--- config.mk ---
export PLATFORM = sky130hd
export DESIGN_NAME = vnu_sched
export DESIGN_NICKNAME = d
export VERILOG_FILES = /design/src/rtl/vnu_pkg.sv /design/src/rtl/vnu_dly_line.sv /design/src/rtl/vnu_sched.sv
export SDC_FILE = /design/constraint.sdc
export NUM_CORES = 1
export LEC_CHECK = 0
export CAP_MARGIN = 5
export CORE_UTILIZATION = 55
export DETAILED_ROUTE_END_ITERATION = 16
export DONT_BUFFER_PORTS = 1
export PLACE_DENSITY_LB_ADDON = 0.3
export SLEW_MARGIN = 15
export SYNTH_ARGS = -nofsm -noshare
export SYNTH_HDL_FRONTEND = slang
export SYNTH_SLANG_ARGS = --single-unit
--- constraint.sdc ---
create_clock -name i_clk -period 1.9 [get_ports i_clk]
set_clock_uncertainty 0.2 [all_clocks]
set_input_delay 0.38 -clock i_clk [delete_from_list [all_inputs] [get_ports i_clk]]
set_output_delay 0.38 -clock i_clk [all_outputs]
set_load 0.005 [all_outputs]
--- src/rtl/vnu_pkg.sv ---
// vnu_pkg: shared types and defaults for the VNU iteration/group scheduler.
//   vnu_state_t   - scheduler FSM states
//   *_DEF         - default geometry of the shuffled VNU datapath
//   grp_addr_t    - group address for the default geometry
//   clog2_min1()  - address/counter width helper that never returns 0
package vnu_pkg;

  localparam int N_GROUPS_DEF = 16;
  localparam int MAX_ITER_DEF = 8;
  localparam int PIPE_LAT_DEF = 4;

  typedef enum logic [2:0] {
    ST_IDLE  = 3'd0,
    ST_READ  = 3'd1,
    ST_DRAIN = 3'd2,
    ST_CHECK = 3'd3,
    ST_DONE  = 3'd4
  } vnu_state_t;

  // Width for a counter holding 0..v-1; a single group/iteration still needs a bit.
  function automatic int clog2_min1(input int v);
    return (v > 1) ? $clog2(v) : 1;
  endfunction

  localparam int GRP_ADDR_W_DEF = clog2_min1(N_GROUPS_DEF);

  typedef logic [GRP_ADDR_W_DEF-1:0] grp_addr_t;

endpackage

--- src/rtl/vnu_dly_line.sv ---
// vnu_dly_line: enable-gated shift register carrying {valid, addr} from the
// read-issue point to the write-back point of the VNU pipeline.
//   clk      - clock
//   clr_n    - synchronous active-low clear (empties every stage)
//   en       - shift enable; when low every stage holds
//   in_vld   - valid bit entering stage 0
//   in_addr  - group address entering stage 0
//   out_vld  - valid bit leaving the last stage
//   out_addr - group address leaving the last stage
module vnu_dly_line #(
  parameter int DEPTH = 4,
  parameter int W     = 4
) (
  input  logic         clk,
  input  logic         clr_n,
  input  logic         en,
  input  logic         in_vld,
  input  logic [W-1:0] in_addr,
  output logic         out_vld,
  output logic [W-1:0] out_addr
);

  logic [DEPTH-1:0]        vld_pipe;
  logic [DEPTH-1:0][W-1:0] addr_pipe;

  always_ff @(posedge clk) begin
    if (!clr_n) begin
      vld_pipe  <= '0;
      addr_pipe <= '0;
    end else if (en) begin
      vld_pipe[0]  <= in_vld;
      addr_pipe[0] <= in_addr;
      for (int i = 1; i < DEPTH; i++) begin
        vld_pipe[i]  <= vld_pipe[i-1];
        addr_pipe[i] <= addr_pipe[i-1];
      end
    end
  end

  assign out_vld  = vld_pipe[DEPTH-1];
  assign out_addr = addr_pipe[DEPTH-1];

endmodule

--- src/rtl/vnu_sched.sv ---
// vnu_sched: iteration and column-group scheduler for the shuffled VNU datapath.
// Each iteration issues one group read per unstalled cycle, waits for the VNU
// pipeline to write every group back, then checks parity to either start the
// next iteration or finish the codeword.
//   i_clk, i_rst_n  - clock, synchronous active-low reset
//   i_start         - start one codeword (IDLE only)
//   i_stall         - freezes read issue and the write-back delay line
//   i_parity_ok     - all checks satisfied (looked at in CHECK only)
//   o_busy          - not IDLE
//   o_rd_en/addr    - message RAM read strobe / group
//   o_first_iter    - iteration 0 in progress (channel LLRs only)
//   o_wr_en/addr    - write-back strobe / group
//   o_iter          - current iteration index
//   o_done          - one-cycle end-of-decode pulse
//   o_converged     - parity satisfied at termination, held until next start
module vnu_sched
  import vnu_pkg::*;
#(
  parameter int N_GROUPS = N_GROUPS_DEF,
  parameter int MAX_ITER = MAX_ITER_DEF,
  parameter int PIPE_LAT = PIPE_LAT_DEF,
  parameter int ADDR_W   = clog2_min1(N_GROUPS),
  parameter int ITER_W   = clog2_min1(MAX_ITER)
) (
  input  logic              i_clk,
  input  logic              i_rst_n,
  input  logic              i_start,
  input  logic              i_stall,
  input  logic              i_parity_ok,
  output logic              o_busy,
  output logic              o_rd_en,
  output logic [ADDR_W-1:0] o_rd_addr,
  output logic              o_first_iter,
  output logic              o_wr_en,
  output logic [ADDR_W-1:0] o_wr_addr,
  output logic [ITER_W-1:0] o_iter,
  output logic              o_done,
  output logic              o_converged
);

  localparam int CNT_W = clog2_min1(PIPE_LAT);

  localparam logic [ADDR_W-1:0] LAST_GRP  = ADDR_W'(N_GROUPS - 1);
  localparam logic [ITER_W-1:0] LAST_ITER = ITER_W'(MAX_ITER - 1);
  localparam logic [CNT_W-1:0]  LAST_DRN  = CNT_W'(PIPE_LAT - 1);

  vnu_state_t        state, state_nxt;
  logic [ADDR_W-1:0] grp, grp_nxt;
  logic [ITER_W-1:0] iter, iter_nxt;
  logic [CNT_W-1:0]  drn_cnt, drn_cnt_nxt;
  logic              conv, conv_nxt;

  logic              issue;
  logic              wb_vld;
  logic [ADDR_W-1:0] wb_addr;

  // A read goes out on every unstalled READ cycle.
  assign issue = (state == ST_READ) && !i_stall;

  always_comb begin
    state_nxt   = state;
    grp_nxt     = grp;
    iter_nxt    = iter;
    drn_cnt_nxt = drn_cnt;
    conv_nxt    = conv;
    unique case (state)
      ST_IDLE: begin
        if (i_start) begin
          state_nxt = ST_READ;
          grp_nxt   = '0;
          iter_nxt  = '0;
          conv_nxt  = 1'b0;
        end
      end
      ST_READ: begin
        if (!i_stall) begin
          if (grp == LAST_GRP) begin
            state_nxt   = ST_DRAIN;
            grp_nxt     = '0;
            drn_cnt_nxt = '0;
          end else begin
            grp_nxt = grp + ADDR_W'(1);
          end
        end
      end
      // Counts unstalled cycles only, so it stays aligned with the delay
      // line: the last write-back lands in the final DRAIN cycle.
      ST_DRAIN: begin
        if (!i_stall) begin
          if (drn_cnt == LAST_DRN) begin
            state_nxt   = ST_CHECK;
            drn_cnt_nxt = '0;
          end else begin
            drn_cnt_nxt = drn_cnt + CNT_W'(1);
          end
        end
      end
      // Stall is deliberately not looked at: the pipeline is empty here.
      ST_CHECK: begin
        if (i_parity_ok) begin
          conv_nxt  = 1'b1;
          state_nxt = ST_DONE;
        end else if (iter == LAST_ITER) begin
          state_nxt = ST_DONE;
        end else begin
          iter_nxt  = iter + ITER_W'(1);
          grp_nxt   = '0;
          state_nxt = ST_READ;
        end
      end
      ST_DONE: state_nxt = ST_IDLE;
      default: state_nxt = ST_IDLE;
    endcase
  end

  always_ff @(posedge i_clk) begin
    if (!i_rst_n) begin
      state   <= ST_IDLE;
      grp     <= '0;
      iter    <= '0;
      drn_cnt <= '0;
      conv    <= 1'b0;
    end else begin
      state   <= state_nxt;
      grp     <= grp_nxt;
      iter    <= iter_nxt;
      drn_cnt <= drn_cnt_nxt;
      conv    <= conv_nxt;
    end
  end

  // Reset also empties the line, so writes still in flight are dropped.
  vnu_dly_line #(
    .DEPTH (PIPE_LAT),
    .W     (ADDR_W)
  ) u_wb_dly (
    .clk      (i_clk),
    .clr_n    (i_rst_n),
    .en       (!i_stall),
    .in_vld   (issue),
    .in_addr  (grp),
    .out_vld  (wb_vld),
    .out_addr (wb_addr)
  );

  assign o_busy       = (state != ST_IDLE);
  assign o_rd_en      = issue;
  assign o_rd_addr    = grp;
  assign o_first_iter = (iter == '0) && o_busy;
  // A stalled cycle holds the line, so the same entry must not write twice.
  assign o_wr_en      = wb_vld && !i_stall;
  assign o_wr_addr    = wb_addr;
  assign o_iter       = iter;
  assign o_done       = (state == ST_DONE);
  assign o_converged  = conv;

endmodule

==> results of run 1 <==
==> cells in the mapped netlist (all sizes together) <==
| master | instances | area [sq um] |
|---|---|---|
| a2111oi | 1 | 8.76 |
| a211oi | 1 | 12.5 |
| a21boi | 8 | 60.1 |
| a21oi | 3 | 15.0 |
| a221o | 1 | 10.0 |
| a311oi | 1 | 8.76 |
| a31oi | 2 | 18.8 |
| a41oi | 1 | 8.76 |
| and3b | 3 | 26.3 |
| buf | 9 | 73.8 |
| clkbuf | 5 | 18.8 |
| dfxtp | 33 | 661 |
| ha | 5 | 62.6 |
| inv | 6 | 22.5 |
| mux2i | 20 | 200 |
| nand2 | 9 | 33.8 |
| nand2b | 1 | 6.26 |
| nand3 | 4 | 20.0 |
| nand4 | 1 | 6.26 |
| nor2 | 3 | 11.3 |
| nor2b | 24 | 150 |
| nor3 | 2 | 10.0 |
| nor3b | 3 | 22.5 |
| nor4b | 2 | 30.0 |
| o2111a | 1 | 11.3 |
| o211ai | 3 | 22.5 |
| o21ai | 6 | 30.0 |
| or2 | 1 | 6.26 |
| or3 | 1 | 6.26 |
| or3b | 2 | 20.0 |
| or4 | 1 | 7.51 |
==> cell families after synthesis <==
family,share of synthesized area
AND/OR/NAND/NOR,0.223
flip-flops,0.412
AO/OA/AOI/OAI,0.129
buffers and inverters,0.0719
multiplexers,0.125
adder cells (fa/ha/maj),0.0391
==> final cells by class <==
cell class	count	share of cell area
clock buffer	5	0.0216
multi-input combinational	110	0.483
timing repair buffer	14	0.0647
sequential	33	0.385
inverter	6	0.0129
clock inverter	3	0.0101
tap	31	0.0223
==> power groups by stage <==
| stage | Combinational, mW | Clock, mW | Sequential [mW] |
|---|---|---|---|
| 6_report | 0.327 | 0.380 | 0.753 |
| 3_3_place_gp | 0.261 | 0 | 0.771 |
| 3_5_place_dp | 0.269 | 0 | 0.774 |
| 2_1_floorplan | 0.231 | 0 | 0.753 |
| 5_1_grt | 0.351 | 0.424 | 0.757 |
| 4_1_cts | 0.319 | 0.394 | 0.750 |
==> how the worst max path moves through the flow <==
stage	start	slack (ps)	to
2_1_floorplan	o_iter[0]$_SDFFE_PN0P_	10	o_rd_addr[2]$_SDFFE_PN0P_
3_3_place_gp	state[1]$_SDFFE_PN0P_	90	o_rd_addr[0]$_SDFFE_PN0P_
3_5_place_dp	o_iter[1]$_SDFFE_PN0P_	70	state[0]$_SDFFE_PN0P_
4_1_cts	state[0]$_SDFFE_PN0P_	4	o_first_iter
5_1_grt	state[1]$_SDFFE_PN0P_	-20	o_rd_addr[2]$_SDFFE_PN0P_
6_report	o_iter[1]$_SDFFE_PN0P_	30	state[0]$_SDFFE_PN0P_
==> state kept, by name, indices dropped and copies added (netlist names) <==
signal / flops
drn_cnt: 2
o_converged: 1
o_iter: 3
o_rd_addr: 4
state: 3
u_wb_dly.addr_pipe: 12
u_wb_dly.out_addr: 4
u_wb_dly.vld_pipe: 4
==> worst max-delay path, stage by stage, from the launching register on <==
cell and delay (ps):
dfxtp_2 360, ha_1 180, ha_1 200, or3b_1 380, a221o_1 360, a21boi_1 130
==> layer usage <==
metal  vias up  global-route usage  part of all wire
met1       537               0.222              0.41
met4         0              0.0732             0.018
met5         -                   0                 0
li1        584                   -                 -
met2        36               0.338              0.50
met3        10              0.0860             0.067
==> stage by stage <==
stage	hold WS, ps	area (sq um)	setup TNS (ps)	power, mW	util
after floorplan	259	1600	0	0.984	-
after global placement	267	1620	0	1.03	0.586
after detailed placement	303	1620	0	1.04	0.586
after CTS	1.61	1720	0	1.46	0.623
after global routing	3.75	1740	-56.3	1.53	0.632
final	25.2	1740	0	1.46	0.632
==> repair_timing <==
item                       4_1_cts  5_1_grt
resized for setup                6        3
hold buffers                     2        1
hold endpoints to repair        32        1
setup endpoints to repair        2        4
buffers inserted                 2        0
pin swaps                        0        2
==> summary.txt, run 1 <==
Synthesis
  – Synthesis Warnings: 0
  – Post-synthesis sequential area ratio: 0.413
  – Post-synthesis average cell area: 9.83 sq um
  – Library cells used by synthesis: 37
  – Post-Synthesis Cell Area: 1600 sq um
  – Syn_nets: 173
  – Post-synthesis register bit count: 33
  – Synthesized netlist cell count: 163

Power and ir drop
  – Gate power share: 0.224
  – Pwr Density: 838 nW/um^2
  – Max VDD drop: 0.000795 V
  – Static leakage: 0.676 nW
  – Flop pwr share: 0.516
  – Clock share of power: 0.260
  – Sw Share: 0.290
  – P_int: 1.04 mW
  – Net Switching: 0.424 mW

Routing
  – DRT Wirelength: 2890 um
  – Number of vias per cell: 5.78
  – Antenna-violating nets left: 0
  – DR DRC count: 0
  – WL/cell: 14.3 um
  – DR iter-0 viols: 29
  – TritonRoute pass-1 iters: 4
  – Total number of vias: 1167

Critical path
  – Reg2reg setup slack: 30 ps
  – Reg-to-reg startpoint: o_iter[1]$_SDFFE_PN0P_
  – Critical Path AT: 1940 ps
  – CP Launch Type: flop
  – Max FO, Critical Path: 4
  – Cells on worst reg2reg path: 5
  – CP endpoint kind: flop
  – Critical Path RT: 1970 ps
  – Reg2reg end: state[0]$_SDFFE_PN0P_
  – Crit path kind: flop to flop

Clock tree
  – CTS Buffer Depth: 2
  – TritonCTS clock tree: built
  – Clock Tree Root: clkbuf_4
  – CTS H-tree depth: 2
  – Clock slew at reported path FFs: 100 ps
  – CTS Buf Count: 5
  – CTS Sinks: 33
  – Worst-Skew Late Latency: 340 ps

Floorplan
  – Row count: 19
  – Overall die area: 3130 sq um
  – Die height: 56.0 um
  – Core Box Area: 2760 sq um
  – Initial Util: 0.581
  – Die W: 56.0 um
  – # IOs: 22

Cells and area
  – Finished Layout Cells: 202
  – Fraction of layout cells with a size suffix above 1: 0.175
  – Layout area overhead: 8.75%
  – Fill count: 234
  – Antenna diode count: 0
  – Commonest non-fill, non-tap cells in the layout: dfxtp_1 (29), nor2b_1 (24), mux2i_1 (20), buf_4 (11), nand2_1 (9)
  – Flip-flop and latch area: 671 sq um
  – Commonest non-fill, non-tap cell in the layout: dfxtp_1
  – Multi-input gate area: 842 sq um
  – Layout Nets: 180

Timing
  – Final worst slack: 28.2 ps
  – Final min period: 1870 ps
  – Highest clock rate: 0.534 GHz
  – Slew HR: 0.404
  – Max-slew violations: 0
  – Final hold violations: 0
  – Unrepaired setup endpoints after global routing: true
  – Slew @ Worst Pin: 891 ps
  – Final Cycle Share: 0.985
  – # setup viols final: 0

Placed design
  – Pre-CTS setup slack: 68.7 ps
  – Hpwl dp: 1970 um
  – RePlAce Congestion: 0.745
  – PortBufs: 0
  – Inst Count DP: 189

GRT
  – Initial antenna violation count: 0
  – GRT Resource Usage Total: 0.200
  – Largest net degree at the start of global routing: 34
  – Global-route wire length before repair: 4820 um
  – Vias in the first global route: 1126
  – Global route total overflow: 0

Min path
  – Hold path depth: 2
  – WHS Endpoint: u_wb_dly.vld_pipe[2]$_SDFFE_PN0N_
  – Worst hold path class: primary input to flop
  – Hold_sp: i_stall

Status
  – Status: finished, final reports clean

Job
  – Max cap viols: 0
Note: power is estimated with default switching activity, not from simulation.
==> inputs of run 2 (changes only) <==
Settings changed: CORE_MARGIN from default to 4, SYNTH_HIERARCHICAL from default to 1.
==> run 2 against run 1 <==
Sequential cell count unchanged. Total power decreased by 6.1%. Final area decreased by 0.22%. Combinational power decreased by 67%. Final cell count decreased by 2.0%. Non-clock buffer count decreased by 2. Fmax decreased by 0.18%. Sequential power decreased by 5.0%. Die area increased by 20%. Via count decreased by 4.8%. Clock power increased by 44%. Largest power group unchanged.
==> summary.txt, run 2 <==
Placed design
  – Inst Count DP: 182
  – RePlAce Congestion: 0.745
  – Placed cell area: 1550 sq um
  – PortBufs: 0
  – Pre-CTS setup slack: 54.6 ps
  – Hpwl dp: 1890 um

Routing
  – Antenna-violating nets left: 0
  – WL met3: 160 um
  – DR iter-0 viols: 42
  – Total number of vias: 1111
  – DR DRC count: 0
  – Met2 WL: 1440 um
  – Metal-1 WL: 1290 um
  – Uppermost layer routed: met4
  – Number of vias per cell: 5.61
  – DRT Wirelength: 2940 um
  – WL/cell: 14.8 um
  – TritonRoute pass-1 iters: 4

Synthesis
  – Post-synthesis sequential area ratio: 0.421
  – Post-synthesis register bit count: 33
  – Share of synthesized registers carrying an async set or reset: 0
  – Most frequent cells after synthesis: dfxtp_1 (33), mux2i_1 (25), nor2b_1 (23)
  – Post-Synthesis Cell Area: 1570 sq um
  – Top post-synthesis cells by area: dfxtp_1 (42%), mux2i_1 (16%), nor2b_1 (9.2%), ha_1 (4.0%), nand2_1 (3.4%)
  – Post-synth top area share: 0.421
  – Commonest register cell after synthesis: dfxtp_1
  – Syn_nets: 169
  – Synthesized netlist cell count: 159
  – Post-synth top area cell: dfxtp_1
  – Top-count cell post-synth: dfxtp_1
  – Synthesis Warnings: 6
  – Post-synth EDFFs: 0
  – Library cells used by synthesis: 36
  – Post-synthesis average cell area: 9.86 sq um

Clock tree
  – Worst-Skew Late Latency: 340 ps
  – TritonCTS clock tree: built
  – CTS Sinks: 33
  – CTS Buf Count: 5
  – Clock Tree Root: clkbuf_4
  – Clock slew at reported path FFs: 100 ps
  – CTS H-tree depth: 2
  – CTS Buffer Depth: 2

Timing
  – Final worst slack: 24.9 ps
  – Final Cycle Share: 0.987
  – # setup viols final: 0
  – Slew @ Worst Pin: 772 ps
  – Max-slew violations: 0
  – Final hold violations: 0
  – Slew HR: 0.484
  – Final min period: 1880 ps
  – Highest clock rate: 0.533 GHz

Min path
  – Hold_sp: i_rst_n
  – WHS Endpoint: o_rd_addr[3]$_SDFFE_PN0P_
  – Hold path depth: 1
  – Worst hold path class: primary input to flop

Floorplan
  – Overall die area: 3770 sq um
  – Core Box Area: 2730 sq um
  – Die height: 61.4 um
  – Row count: 19
  – # IOs: 22
  – Initial Util: 0.573
  – Die W: 61.4 um

Cells and area
  – Layout area overhead: 10.9%
  – Commonest non-fill, non-tap cell in the layout: dfxtp_1
  – Fin area: 1740 sq um
  – Max FFs per register: 12
  – Finished Layout Cells: 198
  – Antenna diode count: 0
  – Commonest non-fill, non-tap cells in the layout: dfxtp_1 (30), mux2i_1 (25), nor2b_1 (23), nand2_1 (14), buf_4 (10)
  – Fraction of layout cells with a size suffix above 1: 0.174
  – Biggest register: u_wb_dly/addr_pipe
  – Utilization after layout: 0.636
  – Layout Nets: 176

Critical path
  – Reg-to-reg startpoint: o_iter[1]$_SDFFE_PN0P_
  – Critical Path RT: 1320 ps
  – Critical Path AT: 1300 ps
  – CP Launch Type: flop
  – CP endpoint kind: output pin
  – Crit-path cells: or3_4, and3b_1
  – Max incr delay on CP: 410 ps
  – Reg2reg end: o_rd_addr[3]$_SDFFE_PN0P_
  – Max FO, Critical Path: 14
  – Cells on worst reg2reg path: 6
  – Crit path kind: flop to output pin
  – Crit. Startpoint: state[0]$_SDFFE_PN0P_
  – Slowest-stage cell, CP: dfxtp_4
  – Reg2reg setup slack: 90 ps

Power and ir drop
  – Static leakage: 0.720 nW
  – Max VDD drop: 0.000797 V
  – Pwr Density: 789 nW/um^2
  – Final Total Pwr: 1.37 mW

GRT
  – Initial antenna violation count: 0
  – Global-route wire length before repair: 4770 um
  – GRT Resource Usage Total: 0.173
  – Vias in the first global route: 1057
  – Global route total overflow: 0
  – Largest net degree at the start of global routing: 29

Status
  – Status: finished, final reports clean

Job
  – Max cap viols: 0
## run 2: cells by family (layout without fill, tap and decap cells)
| logic type | Yosys count | count (layout) | synth area share |
|---|---|---|---|
| simple gates | 65 | 65 | 0.243 |
| flops | 33 | 33 | 0.421 |
| mux | 25 | 25 | 0.160 |
| buf+inv | 16 | 24 | 0.0638 |
| compound gates | 15 | 15 | 0.0718 |
| fa+ha+maj | 5 | 5 | 0.0399 |
## run 2: cell type report
cell class,instances,area [sq um]
Inverter,4,15.0
Tap cell,31,38.8
Timing Repair Buffer,12,95.1
Clock buffer,7,55.1
Clock inverter,1,30.0
Multi-Input combinational cell,110,832
Fill cell,227,996
Sequential cell,33,672
## run 2: worst max-delay path, delay by kind of cell, from the launching register on
kind             cells  cell delay, ps
and+or+nand+nor      2             550
DFF                  1             410
## run 2: through the flow
step	hold WS (ps)	setup TNS (ps)
floorplan	258	0
global placement	264	0
detailed placement	291	0
CTS	6.02	0
global route	2.94	-5.70
finish	17.4	0
## run 2: what timing repair did
item	4_1_cts	5_1_grt
endpoints found under the hold margin	28	0
pin swaps	0	1
hold buffers	2	0
gates resized for setup	6	5
buffers inserted	6	0
endpoints found under the setup margin	2	6
## run 2: worst max-delay path by stage
stage	end	cells after the start
floorplan	o_rd_addr[3]$_SDFFE_PN0P_	6
global placement	o_rd_addr[3]$_SDFFE_PN0P_	6
detailed placement	o_rd_addr[3]$_SDFFE_PN0P_	6
CTS	o_first_iter	2
global route	o_rd_addr[3]$_SDFFE_PN0P_	6
finish	o_first_iter	2
## run 2: where the power goes
group	internal (mW)	switching (mW)
clock network	0.314	0.233
registers	0.698	0.0174
logic	0.0564	0.0520
total	1.07	0.302
## run 2: metal layers
metal / vias up / GRT usage
li1: 561 / -
met1: 515 / 0.209
met2: 27 / 0.263
met3: 8 / 0.0587
met4: 0 / 0.112
met5: - / 0
==> inputs of run 3 (changes only) <==
Settings changed: ABC_AREA from default to 1, CORE_UTILIZATION 55 to 66.
Clock period 1.9 ns to 2.25 ns, I/O delays scaled along.
==> run 3 against run 2 <==
Utilization up 11 points. Sequential share of layout area down 0.092 points. Largest cell class unchanged. Combinational power rose to 6.7 times the previous value.
==> summary.txt, run 3 <==
Critical path
  – Slowest-stage cell, CP: dfxtp_1
  – Max FO, Critical Path: 5
  – CP endpoint kind: output pin
  – Reg2reg end: o_rd_addr[1]$_SDFFE_PN0P_
  – Crit-path leading delay family: simple AND/OR/NAND/NOR gates
  – Max incr delay on CP: 380 ps
  – Reg2reg setup slack: 560 ps
  – Crit path kind: flop to output pin
  – Crit-path cells: nor2_2, nand2_2, nor2_1
  – CP Launch Type: flop
  – Cells on worst reg2reg path: 8
  – Critical Path AT: 1320 ps
  – Reg-to-reg startpoint: o_iter[0]$_SDFFE_PN0P_
  – Worst path bufs/invs: 0
  – Critical Path RT: 1600 ps

Placed design
  – Inst Count DP: 266
  – Hpwl dp: 1970 um
  – RePlAce Congestion: 0.889
  – PortBufs: 0

Cells and area
  – Finished Layout Cells: 275
  – Commonest non-fill, non-tap cells in the layout: nand2_1 (64), nor2_1 (61), dfxtp_1 (33), inv_1 (30), a21oi_1 (8)
  – Max FFs per register: 12
  – Fill count: 191
  – Layout Nets: 257
  – Commonest non-fill, non-tap cell in the layout: nand2_1
  – Biggest register: u_wb_dly/addr_pipe
  – Fraction of layout cells with a size suffix above 1: 0.101
  – Antenna diode count: 0
  – Layout area overhead: 2.70%

Clock tree
  – TritonCTS clock tree: built
  – Clock Tree Root: clkbuf_4
  – Clock slew at reported path FFs: 90 ps
  – CTS H-tree depth: 2
  – CTS Buf Count: 5
  – CTS Sinks: 33
  – Postcts setup bufs: 0
  – CTS Buffer Depth: 2
  – Worst-Skew Late Latency: 330 ps

Floorplan
  – # IOs: 22
  – Die height: 58.3 um
  – Initial Util: 0.726
  – Overall die area: 3400 sq um
  – Die W: 58.3 um
  – Core Box Area: 2300 sq um
  – Row count: 17

Power and ir drop
  – Max VDD drop: 0.000976 V
  – Static leakage: 0.863 nW
  – Pwr Density: 1090 nW/um^2

Min path
  – Worst hold path class: primary input to flop
  – Hold_sp: i_rst_n
  – WHS Endpoint: u_wb_dly/addr_pipe[11]$_SDFFE_PN0P_
  – Hold path depth: 2

Routing
  – Number of vias per cell: 4.95
  – Antenna-violating nets left: 0
  – DR DRC count: 0
  – DR iter-0 viols: 73
  – Total number of vias: 1362
  – TritonRoute pass-1 iters: 4
  – Metal-1 WL: 1430 um
  – WL/cell: 10.8 um
  – WL met3: 157 um
  – Met2 WL: 1320 um
  – Uppermost layer routed: met4
  – DRT Wirelength: 2980 um

Synthesis
  – Post-synthesis register bit count: 33
  – Commonest register cell after synthesis: dfxtp_1
  – Post-synth top area share: 0.396
  – Library cells used by synthesis: 25
  – Top-count cell post-synth: nand2_1
  – Synthesis Warnings: 6
  – Post-synthesis average cell area: 6.75 sq um
  – Post-Synthesis Cell Area: 1670 sq um
  – Post-synth top area cell: dfxtp_1
  – Most frequent cells after synthesis: nand2_1 (64), nor2_1 (61), dfxtp_1 (33)
  – Post-synthesis sequential area ratio: 0.396
  – Synthesized netlist cell count: 247
  – Syn_nets: 257
  – Top post-synthesis cells by area: dfxtp_1 (40%), nand2_1 (14%), nor2_1 (14%), inv_1 (6.8%), ha_1 (3.8%)
  – Post-synth EDFFs: 0
  – Share of synthesized registers carrying an async set or reset: 0

GRT
  – GRT Resource Usage Total: 0.198
  – Vias in the first global route: 1242
  – Initial antenna violation count: 0
  – Global route total overflow: 0
  – Global-route wire length before repair: 5090 um
  – Largest net degree at the start of global routing: 31

Job
  – Max cap viols: 0

Timing
  – Final min period: 1970 ps
  – Unrepaired setup endpoints after global routing: false
  – # setup viols final: 0
  – Max-slew violations: 0
  – Final hold violations: 0
  – Highest clock rate: 0.508 GHz
  – Setup tns final: 0 ps
  – Final Cycle Share: 0.874
  – Slew @ Worst Pin: 430 ps
  – Slew HR: 0.713

Status
  – Status: finished, final reports clean
run 3: kinds of logic after synthesis:
logic type | share of synthesized area
compound gates | 0.0495
fa+ha+maj | 0.0375
xor+xnor | 0.00525
simple gates | 0.380
flops | 0.396
buf+inv | 0.131
run 3: worst max path at each step:
stage / cells after the start / from / end
floorplan: 8 / o_iter[0]$_SDFFE_PN0P_ / o_rd_addr[1]$_SDFFE_PN0P_
global placement: 8 / o_iter[0]$_SDFFE_PN0P_ / o_rd_addr[1]$_SDFFE_PN0P_
detailed placement: 8 / o_iter[0]$_SDFFE_PN0P_ / o_rd_addr[1]$_SDFFE_PN0P_
CTS: 3 / state[2]$_SDFFE_PN0P_ / o_rd_en
global route: 3 / state[2]$_SDFFE_PN0P_ / o_rd_en
finish: 3 / state[2]$_SDFFE_PN0P_ / o_rd_en
run 3: through the flow:
stage                     instance area (sq um)  power [mW]  setup WS [ps]  utilization  hold WS, ps
after detailed placement                   1640        1.53            581        0.713          262
after floorplan                            1670        1.40            711            -          244
final                                      1710        1.87            283        0.746         22.1
after CTS                                  1690        1.87            271        0.737         9.83
after global placement                     1640        1.51            641        0.713          256
after global routing                       1710        2.04            183        0.746         1.56
run 3: power by group:
part / switching, mW / total, mW / internal [mW]
clock: 0.186 / 0.334 / 0.147
combinational: 0.474 / 0.726 / 0.252
sequential: 0.124 / 0.810 / 0.686
total: 0.784 / 1.87 / 1.08
run 3: layer usage:
metal / vias up / GRT usage
met5: - / 0
met4: 0 / 0.123
met3: 8 / 0.0802
met2: 28 / 0.290
met1: 586 / 0.238
li1: 740 / -
run 3: layout make-up:
type                       instances  area (sq um)  area share
multi-input combinational        169           788       0.460
sequential                        33           661       0.386
inverter                          35           134      0.0782
clock buffer                       7          55.1      0.0321
timing repair buffer               3          40.0      0.0234
tap                               28          35.0      0.0205
run 3: what timing repair did:
action / 4_1_cts / 5_1_grt
hold endpoints to repair: 0 / 2
gates resized for setup: 0 / 0
hold buffers: 0 / 2
==> edit, RTL diff (settings of run 1) <==
The 5 states of `vnu_state_t` get a Gray code encoding in 3 bits.
--- a/src/rtl/vnu_pkg.sv
+++ b/src/rtl/vnu_pkg.sv
@@ -11,9 +11,9 @@
 
   typedef enum logic [2:0] {
-    ST_IDLE  = 3'd0,
-    ST_READ  = 3'd1,
-    ST_DRAIN = 3'd2,
-    ST_CHECK = 3'd3,
-    ST_DONE  = 3'd4
+    ST_IDLE  = 3'b000,
+    ST_READ  = 3'b001,
+    ST_DRAIN = 3'b011,
+    ST_CHECK = 3'b010,
+    ST_DONE  = 3'b110
   } vnu_state_t;
 
Check against the original RTL: same outputs for any inputs over 10 cycles, from zero or initial values and one cycle with i_rst_n low; not proved beyond that.
==> edit against run 1 <==
Die area fell by 6.6%. Synthesized area shrank 6.9%. Routed wire length is 1.8% lower. Sequential cell count did not move. Setup slack better by 0.034 ns. Critical endpoint is now o_first_iter. First-iteration DRC count grew 24%. Count of clock-buffer cells in the layout up 2. Final area is 3.7% lower. Maximum frequency increased by 1.9%.
Power is not compared: it rests on default switching activity, and its combinational part moved more than twofold at a synthesized area within 25%.
==> edit: results (changes against run 1) <==
ys_dominant_reg_cell: "dfxtp_1"
vias: 1096  # -6.1%
status: "finished clean"
arrival_ns: 1.26  # -0.68 ns
grt_pass1_wl_mm: 4.37  # -9.5%
p_int_mw: 1.08
numPortBuffers: 0  # unchanged
p_leak_nw: 0.722
cts_buffer_depth: 2  # unchanged
cts_max_level: 2  # unchanged
first_global_vias: 967  # -14%
yosysSeqAreaShare_pct: 44.3  # +3.0 points
hp-class: "in -> reg"
yosysWarnings: 0  # unchanged
drt_first_pass_iters: 4  # unchanged
largest_reg_flops: 12  # unchanged
syn_nets: 166  # -4.0%
clkLatencyLatePin_ns: 0.33
n_antenna_cell: 0  # unchanged
ys_types: 34  # -8.1%
synth.top_cells.by_area: "dfxtp_1 (44%), mux2i_1 (16%), nor2_1 (5.8%)"
dp_hpwl_mm: 1.69  # -14%
nFillCells: 207  # -12%
async_flop_share_pct: 0  # unchanged
drt_iter0_drc: 36  # +24%
cts_buffers: 5  # unchanged
worstPathMaxFanout: 3  # -1
top_register: "u_wb_dly.addr_pipe"
clockRootBuffer: "clkbuf_4"
cp_slowest_stage_delay_ns: 0.38  # about the same
worst_slew_pin_slew_ns: 0.382  # -0.508 ns
power.total_mw: 1.38
grt.total_usage_pct: 21.7  # +1.7 points
slowest_stage: "dfxtp_4"
grt_max_degree: 22  # -35%
clkTransAtPathRegs_ns: 0.10  # about the same
layout-drive-gt1-share_pct: 16.6  # -0.98 points
synthTopCellsByCount: "dfxtp_1 (33), mux2i_1 (24), nor2_1 (23)"
antenna_found_initial: 0  # unchanged
ir_drop_mv: 0.559
routedWlPerCell_um: 14.7  # +2.7%
gp_congestion: 0.783  # +5.1%
drc_errors: 0  # unchanged
-- edit: cell count changes after synthesis, sizes merged, moves of 2 or more --
cell / change
and3b: -2
o211ai: -3
a31oi: -2
mux2i: +4
nor2b: -21
nor2: +20
and3: +2
a21boi: -7
nand4b: +3
nand2: +3
or3b: -2
inv: -2
-- edit: worst paths after layout --
check	from	endpoint	slack, ns	cells past startpoint
hold / removal	i_stall	u_wb_dly.vld_pipe[1]	0.009	2
setup / recovery	state[1]	o_first_iter	0.06	2
hold reg to reg	drn_cnt[1]	drn_cnt[1]	0.27	2
setup reg to reg	o_iter[1]	o_rd_addr[0]	0.08	5
-- edit: worst max-delay path, delay by kind of cell (launching register included) --
family	cells	cell delay, ns
AND/OR/NAND/NOR	2	0.55
flip-flops	1	0.38
-- edit: power by group through the flow --
stage	Combinational, mW	Clock [mW]	Sequential (mW)
after CTS	0.111	0.550	0.712
final	0.126	0.544	0.712
after global routing	0.136	0.586	0.714
after detailed placement	0.0841	0	0.733
after floorplan	0.0908	0	0.724
after global placement	0.0825	0	0.732
-- edit: cell families after synthesis --
group / after synthesis / share of synthesized area [%]
buffers and inverters: 18 / 6.38
AO/OA/AOI/OAI: 16 / 7.72
adder cells (fa/ha/maj): 5 / 4.19
AND/OR/NAND/NOR: 60 / 21.3
multiplexers: 24 / 16.1
flip-flops: 33 / 44.3
-- edit: metal layers --
metal	GRT usage, %	wire, um
met1	26.9	1310
met3	8.76	157
met5	0	0
met4	8.97	48
met2	33.1	1330
-- edit: metrics by stage --
step	util, %	cells	setup WS, ns	cell area, sq um	hold WS [ns]
after floorplan	-	156	0.223	1490	0.240
after global placement	58.6	176	0.133	1480	0.252
after detailed placement	58.6	176	0.0449	1480	0.254
after CTS	65.1	191	0.0186	1640	0.000151
after global routing	66.5	193	0.00440	1680	0.00246
final	66.5	193	0.0624	1680	0.00892
-- edit: cell type report --
class	instances	area (sq um)	share of cell area, %
Multi-Input combinational cell	105	761	45.3
Sequential cell	33	669	39.9
Timing Repair Buffer	13	110	6.56
Clock buffer	7	55.1	3.28
Tap cell	30	37.5	2.24
Clock inverter	1	30.0	1.79
Inverter	4	15.0	0.895
-- edit: timing repair --
| item | 4_1_cts | 5_1_grt |
|---|---|---|
| pin swaps | 0 | 1 |
| setup endpoints to repair | 2 | 5 |
| setup buffers | 4 | 0 |
| gates resized for setup | 6 | 2 |
| endpoints found under the hold margin | 11 | 9 |
| hold buffers | 3 | 2 |
